[src/rtl/pipeline_pkg.sv]
// Shared pipeline definitions: datapath widths and the memory-stage control bundle.
package pipeline_pkg;

  localparam int DATA_W     = 32;
  localparam int REG_ADDR_W = 5;

  typedef struct packed {
    logic reg_write;
    logic memto_reg;
    logic mem_write;
    logic mem_read;
  } mem_ctrl_t;

  localparam mem_ctrl_t MEM_CTRL_BUBBLE = '0;

  // A register write only survives if the instruction is real, the conditional
  // move (if any) is taken, and the destination is not the hard-wired zero register.
  function automatic mem_ctrl_t gate_ctrl(
    input logic valid,
    input logic reg_write,
    input logic memto_reg,
    input logic mem_write,
    input logic mem_read,
    input logic cond_mov,
    input logic mov_taken,
    input logic dest_nonzero
  );
    mem_ctrl_t c;
    c.reg_write = valid & reg_write & (~cond_mov | mov_taken) & dest_nonzero;
    c.memto_reg = memto_reg;
    c.mem_write = valid & mem_write;
    c.mem_read  = valid & mem_read;
    return c;
  endfunction

endpackage

[src/rtl/sat_counter.sv]
// Saturating up-counter with synchronous active-high reset.
module sat_counter #(
  parameter int W = 32
) (
  input  logic         clk,
  input  logic         srst,
  input  logic         inc_i,
  output logic [W-1:0] count_o
);

  logic [W-1:0] count_q;
  logic [W-1:0] count_d;

  always_comb begin
    count_d = count_q;
    if (inc_i && (count_q != {W{1'b1}})) begin
      count_d = count_q + 1'b1;
    end
  end

  always_ff @(posedge clk) begin
    if (srst) begin
      count_q <= '0;
    end else begin
      count_q <= count_d;
    end
  end

  assign count_o = count_q;

endmodule

[src/rtl/exmem_reg.sv]
// EX/MEM pipeline register with stall, flush and conditional-move write gating.
// Optional bubble statistics counter enabled by macro EXMEM_STATS_EN.
module exmem_reg #(
  parameter int DATA_W     = pipeline_pkg::DATA_W,
  parameter int REG_ADDR_W = pipeline_pkg::REG_ADDR_W
) (
  input  logic                  Clk,
  input  logic                  Reset,
  input  logic                  Stall,
  input  logic                  Flush,
  input  logic                  EX_Valid,
  input  logic                  EX_RegWrite,
  input  logic                  EX_MemtoReg,
  input  logic                  EX_MemWrite,
  input  logic                  EX_MemRead,
  input  logic                  EX_CondMov,
  input  logic                  EX_MovTaken,
  input  logic [DATA_W-1:0]     EX_ALUResult,
  input  logic [DATA_W-1:0]     EX_ReadData2,
  input  logic [REG_ADDR_W-1:0] EX_WriteReg,
  output logic                  MEM_Valid,
  output logic                  MEM_RegWrite,
  output logic                  MEM_MemtoReg,
  output logic                  MEM_MemWrite,
  output logic                  MEM_MemRead,
  output logic [DATA_W-1:0]     MEM_ALUResult,
  output logic [DATA_W-1:0]     MEM_ReadData2,
  output logic [REG_ADDR_W-1:0] MEM_WriteReg
`ifdef EXMEM_STATS_EN
  ,
  output logic [31:0]           BubbleCount
`endif
);

  import pipeline_pkg::*;

  logic                  valid_q, valid_d;
  mem_ctrl_t             ctrl_q, ctrl_d;
  logic [DATA_W-1:0]     alu_q, alu_d;
  logic [DATA_W-1:0]     rd2_q, rd2_d;
  logic [REG_ADDR_W-1:0] wr_q, wr_d;
  logic                  load;

  // Flush overrides stall: a flushed stage always takes a bubble.
  assign load = Flush | ~Stall;

  always_comb begin
    valid_d = valid_q;
    ctrl_d  = ctrl_q;
    alu_d   = alu_q;
    rd2_d   = rd2_q;
    wr_d    = wr_q;
    if (load) begin
      alu_d = EX_ALUResult;
      rd2_d = EX_ReadData2;
      wr_d  = EX_WriteReg;
      if (Flush) begin
        valid_d = 1'b0;
        ctrl_d  = MEM_CTRL_BUBBLE;
      end else begin
        valid_d = EX_Valid;
        ctrl_d  = gate_ctrl(EX_Valid, EX_RegWrite, EX_MemtoReg, EX_MemWrite,
                            EX_MemRead, EX_CondMov, EX_MovTaken,
                            (EX_WriteReg != '0));
      end
    end
  end

  always_ff @(posedge Clk) begin
    if (Reset) begin
      valid_q <= 1'b0;
      ctrl_q  <= MEM_CTRL_BUBBLE;
      alu_q   <= '0;
      rd2_q   <= '0;
      wr_q    <= '0;
    end else begin
      valid_q <= valid_d;
      ctrl_q  <= ctrl_d;
      alu_q   <= alu_d;
      rd2_q   <= rd2_d;
      wr_q    <= wr_d;
    end
  end

  assign MEM_Valid     = valid_q;
  assign MEM_RegWrite  = ctrl_q.reg_write;
  assign MEM_MemtoReg  = ctrl_q.memto_reg;
  assign MEM_MemWrite  = ctrl_q.mem_write;
  assign MEM_MemRead   = ctrl_q.mem_read;
  assign MEM_ALUResult = alu_q;
  assign MEM_ReadData2 = rd2_q;
  assign MEM_WriteReg  = wr_q;

`ifdef EXMEM_STATS_EN
  logic bubble_inc;

  assign bubble_inc = load & ~valid_d;

  sat_counter #(
    .W (32)
  ) u_bubble_cnt (
    .clk     (Clk),
    .srst    (Reset),
    .inc_i   (bubble_inc),
    .count_o (BubbleCount)
  );
`endif

endmodule

[config.mk]
export PLATFORM = sky130hd
export DESIGN_NAME = exmem_reg
export DESIGN_NICKNAME = d
export VERILOG_FILES = /design/src/rtl/pipeline_pkg.sv /design/src/rtl/sat_counter.sv /design/src/rtl/exmem_reg.sv
export SDC_FILE = /design/constraint.sdc
export NUM_CORES = 1
export LEC_CHECK = 0
export CAP_MARGIN = 20
export CORE_MARGIN = 5
export CORE_UTILIZATION = 54
export DETAILED_ROUTE_END_ITERATION = 8
export DONT_BUFFER_PORTS = 1
export PLACE_DENSITY = 0.77
export SYNTH_ARGS = -nofsm -noshare
export SYNTH_HDL_FRONTEND = slang
export SYNTH_SLANG_ARGS = --single-unit
[constraint.sdc]
create_clock -name Clk -period 3.35 [get_ports Clk]
set_clock_uncertainty 0.2 [all_clocks]
set_input_delay 0.5025 -clock Clk [delete_from_list [all_inputs] [get_ports Clk]]
set_output_delay 0.5025 -clock Clk [all_outputs]
set_load 0.005 [all_outputs]
==> summary.md, run 1 <==
| Metric | Value |
|---|---|
| Area of the multi-input gates | 1020 sq um |
| Cts repair resizes | 0 |
| HPWL Detailed | 4.48 mm |
| Asr flop ratio synth | 0% |
| Final Hold Fails | 0 |
| Commonest cells post-synth | nand2_1 (142), dfxtp_1 (74), a21oi_1 (60) |
| Final TNS setup | 0 ps |
| Layout cells sized above 1 | 7.81% |
| Share of Yosys cell area claimed by the top area cell type | 55.0% |
| Avg WL per Cell | 16.2 um |
| DP Worst Slack | 1440 ps |
| First-pass GRT wire length | 9.48 mm |
| Reg clk slew, reported paths | 70 ps |
| CTS H-Tree Depth | 3 |
| Warnings, synthesis | 0 |
| CTS buffer count | 9 |
| Status | finished, final reports clean |
| Grt ovf | 0 |
| Synthesized area | 2690 sq um |
| Sequential fraction of the synthesis area | 55.0% |
| WHS | 49.7 ps |
| Die footprint | 6500 sq um |
| Vias/cell | 5.35 |
| Layout Area Growth over Synthesis | 3.25% |
| Yosys reg bits | 74 |
| Initial Utilization | 56.3% |
| RSZ-0062 raised after global routing | no |
| Drt drc | 0 |
| ANT cells | 0 |
| Clock buffer depth | 2 |
| Ranking of synthesized cells by area | dfxtp_1 (55%), nand2_1 (20%), a21oi_1 (11%) |
| Synth area leader | dfxtp_1 |
| Setup WS post-layout | 1780 ps |
| Final GP Congestion | 0.738 |
| I/O Pins | 154 |
| Worst EP required | 3390 ps |
| Crit path time final | 1570 ps |
| Drt initial violations | 130 |
| Syn Nets | 408 |
| Syn Area/Cell | 8.21 sq um |
| Leak Pwr | 1.11 nW |
| Skew-Pair Late Insertion Delay | 320 ps |
| Clock root cell | clkbuf_8 |
| Headroom to the max-slew limit | 57.7% |
| Crit-path slowest cell | and2b_2 |
| Fin. max-slew vios | 0 |
| Slew @ Worst Pin | 635 ps |
| Crit Path Max Fanout | 37 |
| Detailed-route wire length | 6.28 mm |
| Postcts setup bufs | 0 |
| Yosys cell types | 22 |
| Total Routing Usage GR | 19.1% |
| Crit path largest cell delay | 610 ps |
| Fillers | 454 |
| Die W | 80.6 um |
| CP endpoint kind | flop |
| Final ANT Viol Nets | 0 |
| Die height | 80.6 um |
| Count of hold buffers inserted by post-cts repair | 0 |
| Final setup fails | 0 |
| Initial antenna violation count | 0 |
| Final period util | 46.8% |
| Mapped Cells | 328 |
| Dpl cell area | 2630 sq um |
| Main synth FF type | dfxtp_1 |
| TritonRoute pass-1 iters | 5 |
| Placeable Area | 4790 sq um |
| CP Cell Sequence | and2b_2 > buf_12 > nand2_1 > a21oi_1 |
| Worst min-delay path class | input pin to flop |
| Fmax | 0.637 GHz |
| Vias in the first global route | 1915 |
| Number of synthesized flops with an enable pin | 0 |
| Nets | 397 |
| Routed vias | 2072 |
| Power density cells | 590 nW/um^2 |
| CTS tree | built |
| Max-cap violations | 0 |
| Worst Setup Start Kind | input pin |
| Core Rows | 25 |
| Count leader, synth | nand2_1 |
| Largest net degree at the start of global routing | 74 |
| Port Buffer Count | 0 |
| Final Instance Area | 2780 sq um |
| Clock tree sinks | 74 |
| Crit path arrival time | 1610 ps |
| Register Area | 1480 sq um |
| Worst vdd ir | 0.000379 V |
| Worst Setup Path Type | input pin to flop |
-- logic make-up after synthesis --
logic type | after synthesis | synth area share, %
compound gates | 74 | 15.3
flops | 74 | 55.0
simple gates | 153 | 22.2
mux | 1 | 0.372
buf+inv | 26 | 7.11
-- final timing paths --
| check | start | endpoint | slack (ps) | cells after the start |
|---|---|---|---|---|
| max reg2reg | MEM_MemRead$_SDFFE_PP0P_ | MEM_MemRead$_SDFFE_PP0P_ | 2440 | 3 |
| max | Flush | MEM_ReadData2[17]$_SDFFE_PP0P_ | 1780 | 4 |
| min reg2reg | MEM_ReadData2[30]$_SDFFE_PP0P_ | MEM_ReadData2[30]$_SDFFE_PP0P_ | 270 | 2 |
| min | Reset | MEM_ReadData2[10]$_SDFFE_PP0P_ | 50 | 1 |
-- critical path: cells and delay by family --
family,cells,cell delay [ps]
AO/OA/AOI/OAI,1,140
AND/OR/NAND/NOR,2,680
buffers and inverters,1,270
-- cells in the final DEF (no fill, tap or decap), types with 2 or more instances in the layout --
cell type,instances
clkbuf_8,10
buf_4,2
dfxtp_1,74
nor3_1,2
clkbuf_1,4
a21oi_2,10
nand2_1,142
a21oi_1,60
o21ai_0,3
and2_1,2
nor2_1,2
-- flip-flops by register name (all words and copies together) (netlist names) --
name,cells
MEM_WriteReg,5
MEM_MemtoReg,1
MEM_Valid,1
MEM_ReadData2,32
MEM_ALUResult,32
MEM_MemWrite,1
MEM_MemRead,1
MEM_RegWrite,1
-- final cells by class --
type / instances / area share (%)
tap: 67 / 3.02
inverter: 1 / 0.135
timing repair buffer: 3 / 1.26
clock buffer: 14 / 5.49
multi-input combinational: 228 / 36.8
sequential: 74 / 53.3
-- metrics by stage --
step / total power (W) / cells / util [%]
finish: 0.00164 / 387 / 58.1
global route: 0.00173 / 387 / 58.1
CTS: 0.00166 / 387 / 58.1
detailed placement: 0.00110 / 373 / 54.9
global placement: 0.00109 / 373 / 54.9
floorplan: 0.00109 / 328 / -
-- power breakdown --
group	switching [W]	internal [W]	leakage, nW
clock	0.000283	0.000283	0.0766
sequential	0.0000413	0.000933	0.613
combinational	0.0000583	0.0000402	0.424
total	0.000383	0.00126	1.11
-- layer usage --
metal	wire length, um	global-route usage [%]
met1	2400	23.5
met5	0	0
met4	77	8.45
met3	707	7.40
met2	3090	29.6
(Power assumes the default switching activity.)
==> inputs of run 2 (changes only) <==
clock period = 1.45 ns   (was 3.35 ns; I/O delays follow)
==> run 2 against run 1 <==
  * The run now fails in clock tree synthesis (4_1_cts)
  * Synthesized area unchanged
  * Synthesized cell count unchanged
==> summary.md, run 2 <==
| Metric | Value |
|---|---|
| Postcts setup bufs | 0 (unchanged) |
| Die W | 80.6 um (unchanged) |
| Syn Area/Cell | 8.21 sq um (unchanged) |
| Share of Yosys cell area claimed by the top area cell type | 55.0% (unchanged) |
| CTS buffer count | 9 (unchanged) |
| Number of synthesized flops with an enable pin | 0 (unchanged) |
| I/O Pins | 154 (unchanged) |
| Port Buffer Count | 0 (unchanged) |
| Initial Utilization | 56.3% (unchanged) |
| Warnings, synthesis | 0 (unchanged) |
| Asr flop ratio synth | 0% (unchanged) |
| Synthesized area | 2690 sq um (unchanged) |
| Run Error | [ERROR RSZ-0060] Max buffer count reached. |
| Count leader, synth | nand2_1 |
| Count of hold buffers inserted by post-cts repair | 101 (+101) |
| Mapped Cells | 328 (unchanged) |
| Clock root cell | clkbuf_8 |
| Core Rows | 25 (unchanged) |
| CTS H-Tree Depth | 3 (unchanged) |
| Dpl cell area | 2660 sq um (+1.2%) |
| Yosys reg bits | 74 (unchanged) |
| Yosys cell types | 22 (unchanged) |
| Clock buffer depth | 2 (unchanged) |
| Ranking of synthesized cells by area | dfxtp_1 (55%), nand2_1 (20%), a21oi_1 (11%) |
| Synth area leader | dfxtp_1 |
| Stop stage | clock tree synthesis (4_1_cts) |
| Status | did not finish |
| Final GP Congestion | 0.749 (+1.6%) |
| Die height | 80.6 um (unchanged) |
| Cts repair resizes | 0 (unchanged) |
| Commonest cells post-synth | nand2_1 (142), dfxtp_1 (74), a21oi_1 (60) |
| HPWL Detailed | 4.49 mm (+0.18%) |
| Placed insts | 374 (+0.27%) |
| Syn Nets | 408 (unchanged) |
| Sequential fraction of the synthesis area | 55.0% (unchanged) |
| Clock tree sinks | 74 (unchanged) |
| Main synth FF type | dfxtp_1 |
==> run 2: cells by family after synthesis <==
group | Yosys count | share of synthesized area (%)
flip-flops | 74 | 55.0
AND/OR/NAND/NOR | 153 | 22.2
multiplexers | 1 | 0.372
buffers and inverters | 26 | 7.11
AO/OA/AOI/OAI | 74 | 15.3
==> run 2: through the flow <==
| stage | hold slack (ps) | setup WS [ps] |
|---|---|---|
| 2_1_floorplan | 96.8 | 204 |
| 3_3_place_gp | 87.9 | 237 |
| 3_5_place_dp | 94.4 | 230 |
==> inputs of run 3 (changes only) <==
CORE_UTILIZATION = 39   (was 54)
PLACE_DENSITY = default   (was 0.77)
PLACE_DENSITY_LB_ADDON = 0.15   (was default)
==> run 3 against run 2 <==
  * The run again fails in clock tree synthesis (4_1_cts)
  * Synthesized area stayed put
  * Synthesized cell count stayed put
==> summary.md, run 3 <==
| Metric | Value |
|---|---|
| Status | did not finish |
| Stop stage | clock tree synthesis (4_1_cts) |
| Run Error | [ERROR RSZ-0060] Max buffer count reached. |
| Yosys cell types | 22 (unchanged) |
| Share of Yosys cell area claimed by the top area cell type | 55.0% (unchanged) |
| Final GP Congestion | 0.721 (-3.8%) |
| Sequential fraction of the synthesis area | 55.0% (unchanged) |
| Synthesized area | 2690 sq um (unchanged) |
| Die W | 93.1 um (+15%) |
| HPWL Detailed | 4.56 mm (+1.5%) |
| Postcts setup bufs | 0 (unchanged) |
| Count of hold buffers inserted by post-cts repair | 101 (unchanged) |
| Mapped Cells | 328 (unchanged) |
| Commonest cells post-synth | nand2_1 (142), dfxtp_1 (74), a21oi_1 (60) |
| Initial Utilization | 39.9% (-16 points) |
| Die height | 93.1 um (+15%) |
| Count leader, synth | nand2_1 |
| Clock tree sinks | 74 (unchanged) |
| Main synth FF type | dfxtp_1 |
| CTS H-Tree Depth | 3 (unchanged) |
| Warnings, synthesis | 0 (unchanged) |
| Synth area leader | dfxtp_1 |
| Clock buffer depth | 2 (unchanged) |
| Asr flop ratio synth | 0% (unchanged) |
| Syn Area/Cell | 8.21 sq um (unchanged) |
| Yosys reg bits | 74 (unchanged) |
| CTS buffer count | 9 (unchanged) |
| Port Buffer Count | 0 (unchanged) |
| I/O Pins | 154 (unchanged) |
| Core Rows | 30 (+20%) |
| Number of synthesized flops with an enable pin | 0 (unchanged) |
| Dpl cell area | 2680 sq um (+0.61%) |
| Clock root cell | clkbuf_8 |
| Syn Nets | 408 (unchanged) |
| Ranking of synthesized cells by area | dfxtp_1 (55%), nand2_1 (20%), a21oi_1 (11%) |
| Cts repair resizes | 0 (unchanged) |
-- run 3: through the flow --
step,std cells,util (%),setup slack [ps]
after floorplan,328,-,204
after global placement,387,39.6,224
after detailed placement,387,39.6,196
-- run 3: kinds of logic after synthesis --
logic type             synth area share (%)
and+or+nand+nor                        22.2
AOI/OAI and AO/OA                      15.3
DFF                                    55.0
buffers and inverters                  7.11
muxes                                 0.372
